`src/rtl/bin2bcd_seq.sv`:
```
// Sequential double-dabble binary to 4-digit BCD; done pulses BIN_W+1 cycles after accept, start ignored unless idle.
// Define BIN2BCD_SAT_EN to show 9999 on overflow instead of bin mod 10000.
module bin2bcd_seq #(
   parameter int BIN_W = 14
) (
   input  logic             CLK,
   input  logic             RST_N,
   input  logic             start,
   input  logic [BIN_W-1:0] bin,
   output logic [3:0]       ones,
   output logic [3:0]       tens,
   output logic [3:0]       hund,
   output logic [3:0]       thou,
   output logic             busy,
   output logic             done,
   output logic             ovf
);

   localparam int CNT_W = $clog2(BIN_W);

   typedef enum logic [1:0] {
      IDLE = 2'd0,
      CONV = 2'd1,
      DONE = 2'd2
   } state_t;

   state_t           state;
   state_t           state_nxt;
   logic [BIN_W-1:0] opnd;
   logic [19:0]      scratch;
   logic [19:0]      adj;
   logic [CNT_W-1:0] step;
   logic             last_step;
   logic             sat;

   // Digits >= 5 get +3 so the following doubling carries correctly into the next digit.
   always_comb begin
      adj = scratch;
      for (int i = 0; i < 5; i++) begin
         if (scratch[4*i +: 4] >= 4'd5)
            adj[4*i +: 4] = scratch[4*i +: 4] + 4'd3;
      end
   end

   assign last_step = (step == CNT_W'(BIN_W - 1));
   assign sat       = |scratch[19:16];

   always_ff @(posedge CLK) begin
      if (!RST_N)
         state <= IDLE;
      else
         state <= state_nxt;
   end

   always_comb begin
      state_nxt = state;
      case (state)
         IDLE:    if (start) state_nxt = CONV;
         CONV:    if (last_step) state_nxt = DONE;
         DONE:    state_nxt = IDLE;
         default: state_nxt = IDLE;
      endcase
   end

   always_ff @(posedge CLK) begin
      if (!RST_N) begin
         opnd    <= '0;
         scratch <= '0;
         step    <= '0;
         ones    <= '0;
         tens    <= '0;
         hund    <= '0;
         thou    <= '0;
         busy    <= 1'b0;
         done    <= 1'b0;
         ovf     <= 1'b0;
      end else begin
         done <= 1'b0;
         case (state)
            IDLE: begin
               if (start) begin
                  opnd    <= bin;
                  scratch <= '0;
                  step    <= '0;
                  busy    <= 1'b1;
               end
            end
            CONV: begin
               {scratch, opnd} <= {adj, opnd} << 1;
               step            <= step + CNT_W'(1);
            end
            DONE: begin
               // Display digits change only here, so the scanner never sees a partial value.
`ifdef BIN2BCD_SAT_EN
               if (sat)
                  {thou, hund, tens, ones} <= 16'h9999;
               else
                  {thou, hund, tens, ones} <= scratch[15:0];
`else
               {thou, hund, tens, ones} <= scratch[15:0];
`endif
               ovf  <= sat;
               done <= 1'b1;
               busy <= 1'b0;
            end
            default: ;
         endcase
      end
   end

endmodule

```
`config.mk`:
```
export PLATFORM = sky130hd
export DESIGN_NAME = bin2bcd_seq
export DESIGN_NICKNAME = d
export VERILOG_FILES = /design/src/rtl/bin2bcd_seq.sv
export SDC_FILE = /design/constraint.sdc
export NUM_CORES = 1
export LEC_CHECK = 0
export CAP_MARGIN = 20
export CORE_MARGIN = 1
export CORE_UTILIZATION = 56
export CTS_BUF_LIST = sky130_fd_sc_hd__clkbuf_4 sky130_fd_sc_hd__clkbuf_8
export CTS_CLUSTER_SIZE = 30
export DETAILED_ROUTE_END_ITERATION = 10
export HOLD_SLACK_MARGIN = 0.08
export PLACE_DENSITY = 0.82
export SLEW_MARGIN = 20
export SYNTH_ARGS = -nofsm -noshare
export SYNTH_HDL_FRONTEND = slang
export SYNTH_SLANG_ARGS = --single-unit
```
`constraint.sdc`:
```
create_clock -name CLK -period 2 [get_ports CLK]
set_clock_uncertainty 0.2 [all_clocks]
set_input_delay 0.6 -clock CLK [delete_from_list [all_inputs] [get_ports CLK]]
set_output_delay 0.6 -clock CLK [all_outputs]
set_load 0.05 [all_outputs]
```
==> run summary <==
Site Rows - 24
Top routing layer used - met4
Number of instances on the worst hold path - 2
Unrepaired setup endpoints after global routing - false
Required time worst endpoint - 2010 ps
Actual transition at the worst max-transition pin - 373.8 ps
Share of synthesized flip-flops with an asynchronous set or reset - 0%
Post-Synth Simple-Gate Area - 10.12%
Clock latency on the worst-skew pair - 330 ps
Synthesized-area fraction occupied by xor and xnor cells - 3.094%
Yosys top cell by area - dfxtp_1
DRC Markers - 0
Finish-stage setup viols - 0
Number of antenna violations at the first check in global routing - 0
Wire length on met2 - 2705 um
Data arrival time at the worst-slack endpoint - 1910 ps
Via/cell ratio - 5.728
P_leak - 1.458 nW
Compound-gate portion of the synthesized area - 25.83%
Cell variety after synth - 34
Largest fanout on the critical path - 11
Most used cells in the layout excluding fill and tap cells - dfxtp_1 (59), a22o_1 (24), buf_12 (21)
Met3 Wirelength - 228 um
TritonCTS clock tree - done
Top_reg_cell synth - dfxtp_1
GP Congestion - 0.8073
Worst stage delay on the critical path - 540 ps
Crit path max-delay cell type - clkdlybuf4s50_1
Syn Inst Count - 255
Yosys reg bits - 59
Ratio of total power to cell area - 721.2 nW/um^2
Maximum root-to-sink buffer count - 2
Net total in the final layout - 337
Cell total after placement - 348
Die area - 4823 sq um
Antenna Cells - 0
Wire length of the first global-routing pass - 9356 um
CP Capture Type - flop
Kind of start point of the critical path - input pin
Total I/O pin count - 36
Synth Area per Inst - 9.990 sq um
Class of the tightest hold or removal check - reg2reg
Antenna viol nets, final - 0
Clock root buffer - clkbuf_8
CTS Hold Bufs - 0
Fraction of final layout cells with drive strength greater than 1 - 21.79%
Count of placed standard cells in the final layout, fillers left out - 364
Top-area cell type share of the netlist area - 46.37%
Post-Route WL - 5441 um
Drt initial violations - 147
Critical Setup Path Class - in2reg
Fin Hold WS - 289.5 ps
Total of warnings raised by yosys - 0
Aggregate global-route resource usage - 24.70%
Adder-cell share of the synthesized area - 6.385%
Vertical die dimension - 69.45 um
Top area cells in the synthesized netlist - dfxtp_1 (46%), a22o_1 (8.3%), ha_1 (6.4%)
Number of clock sinks - 59
Remaining Overflow, GRT - 0
Highest clock frequency the design can meet - 0.5275 GHz
CTS Buf Count - 9
Max-capacitance violation count - 0
Net count of the mapped netlist - 285
Horizontal extent of the die - 69.45 um
Status - finished, final reports clean
Most common cell after layout, fill and taps aside - dfxtp_1
Proportion of synthesized area in mux cells - 1.965%
Initial standard-cell utilization of the core - 58.51%
Total placed instance area - 3251 sq um
Average detailed-routed wire length per instance - 14.95 um
Maximum number of pins on one net before global-route repair - 19
Non-Filler Cell Area, Final - 3437 sq um
Via count of the first global-routing pass - 2035
Post-route minimum period - 1896 ps
Via count - 2085
Share of the core filled with cells in the final layout - 78.94%
Number of enable-type register cells in the synthesized netlist - 0
Detailed Place HPWL - 3900 um
Register-to-Register Path Depth - 6
Final slew viol count - 0
Count of endpoints failing hold in the final timing report - 0
Dominant combinational cell family by area after synthesis - compound AO/OA/AOI/OAI gates
Maximum level of the CTS H-tree - 3
Sequential cell area fraction in the yosys report - 46.37%
Max_slew headroom - 75.08%
CTS clock-pin slew for the worst setup and hold paths - 60 ps
Area added between synthesis and finish - 34.92%
Cells traversed along the worst timing path - clkdlybuf4s50_1 -> o21bai_4 -> and2_1 -> buf_12 -> a222oi_1 -> inv_1
Final Cycle Share - 94.78%
First-pass iteration count of the detailed router - 4
CORE AREA - 4354 sq um
IO buf count - 35
Post-Syn Area - 2547 sq um
Post-route met1 wirelength - 2434 um
Worst vdd rail ir drop - 0.0004162 V
-- synthesized netlist by cell type (all sizes together), types with 4 or more instances --
cell	number
o21ai	18
nor3	6
xor2	4
o221a	7
nand2	14
a21oi	6
clkbuf	4
xnor2	5
dfxtp	59
mux2i	5
o31ai	4
a22o	24
a222oi	6
nand3	8
inv	19
nand2b	6
nor2	11
a2bb2oi	7
ha	13
a21boi	7
buf	11
-- path summary, 6_finish.rpt --
check,startpoint,end,slack [ps]
setup / recovery,start,opnd[3]$_SDFFE_PN0P_,100
hold / removal,opnd[6]$_SDFFE_PN0P_,opnd[6]$_SDFFE_PN0P_,290
setup reg to reg,scratch[1]$_SDFFE_PN0P_,scratch[2]$_SDFFE_PN0P_,210
hold reg to reg,opnd[6]$_SDFFE_PN0P_,opnd[6]$_SDFFE_PN0P_,290
-- cells by family (layout without fill, tap and decap cells) --
| family | after synthesis | count (layout) |
|---|---|---|
| compound gates | 82 | 82 |
| flops | 59 | 59 |
| simple gates | 53 | 53 |
| buf+inv | 34 | 91 |
| fa+ha+maj | 13 | 13 |
| xor+xnor | 9 | 9 |
| mux | 5 | 5 |
-- registers in the layout, indices dropped and copies added (netlist names) --
register  count
opnd         14
ovf           1
done          1
tens          4
state         2
busy          1
ones          4
hund          4
scratch      20
step          4
thou          4
-- critical path, delay by kind of cell --
kind / cells / cell delay, ps
buf+inv: 3 / 760
simple gates: 1 / 200
compound gates: 2 / 350
-- metrics by stage --
stage	setup WS [ps]	total power, mW	setup TNS, ps
2_1_floorplan	104.0	1.408	0
3_3_place_gp	-202.0	1.509	-4598
3_5_place_dp	-262.8	1.517	-5696
4_1_cts	81.14	2.495	0
5_1_grt	3.246	2.580	0
6_report	104.3	2.479	0
-- per-layer routing --
| layer | vias to the layer above | GRT usage, % |
|---|---|---|
| li1 | 1024 | - |
| met1 | 991 | 31.25 |
| met2 | 62 | 39.59 |
| met3 | 8 | 5.233 |
| met4 | 0 | 12.93 |
| met5 | - | 0 |
-- report_power, final --
| group | internal (mW) | switching [mW] |
|---|---|---|
| Clock | 0.555 | 0.429 |
| Sequential | 1.21 | 0.0272 |
| Combinational | 0.136 | 0.119 |
-- final cells by class --
class | instances | area (sq um)
repair buffers | 56 | 723.2
clock buffers | 14 | 173.9
clock inverters | 2 | 10.01
well taps | 52 | 65.06
flip-flops and latches | 59 | 1181
multi-input cells | 162 | 1210
inverters | 19 | 73.82
fillers | 270 | 917.1
-- what timing repair did --
item,CTS,global route
setup endpoints to repair,0,7
gates resized for setup,0,1
setup buffers,0,0
(Power assumes the default switching activity.)
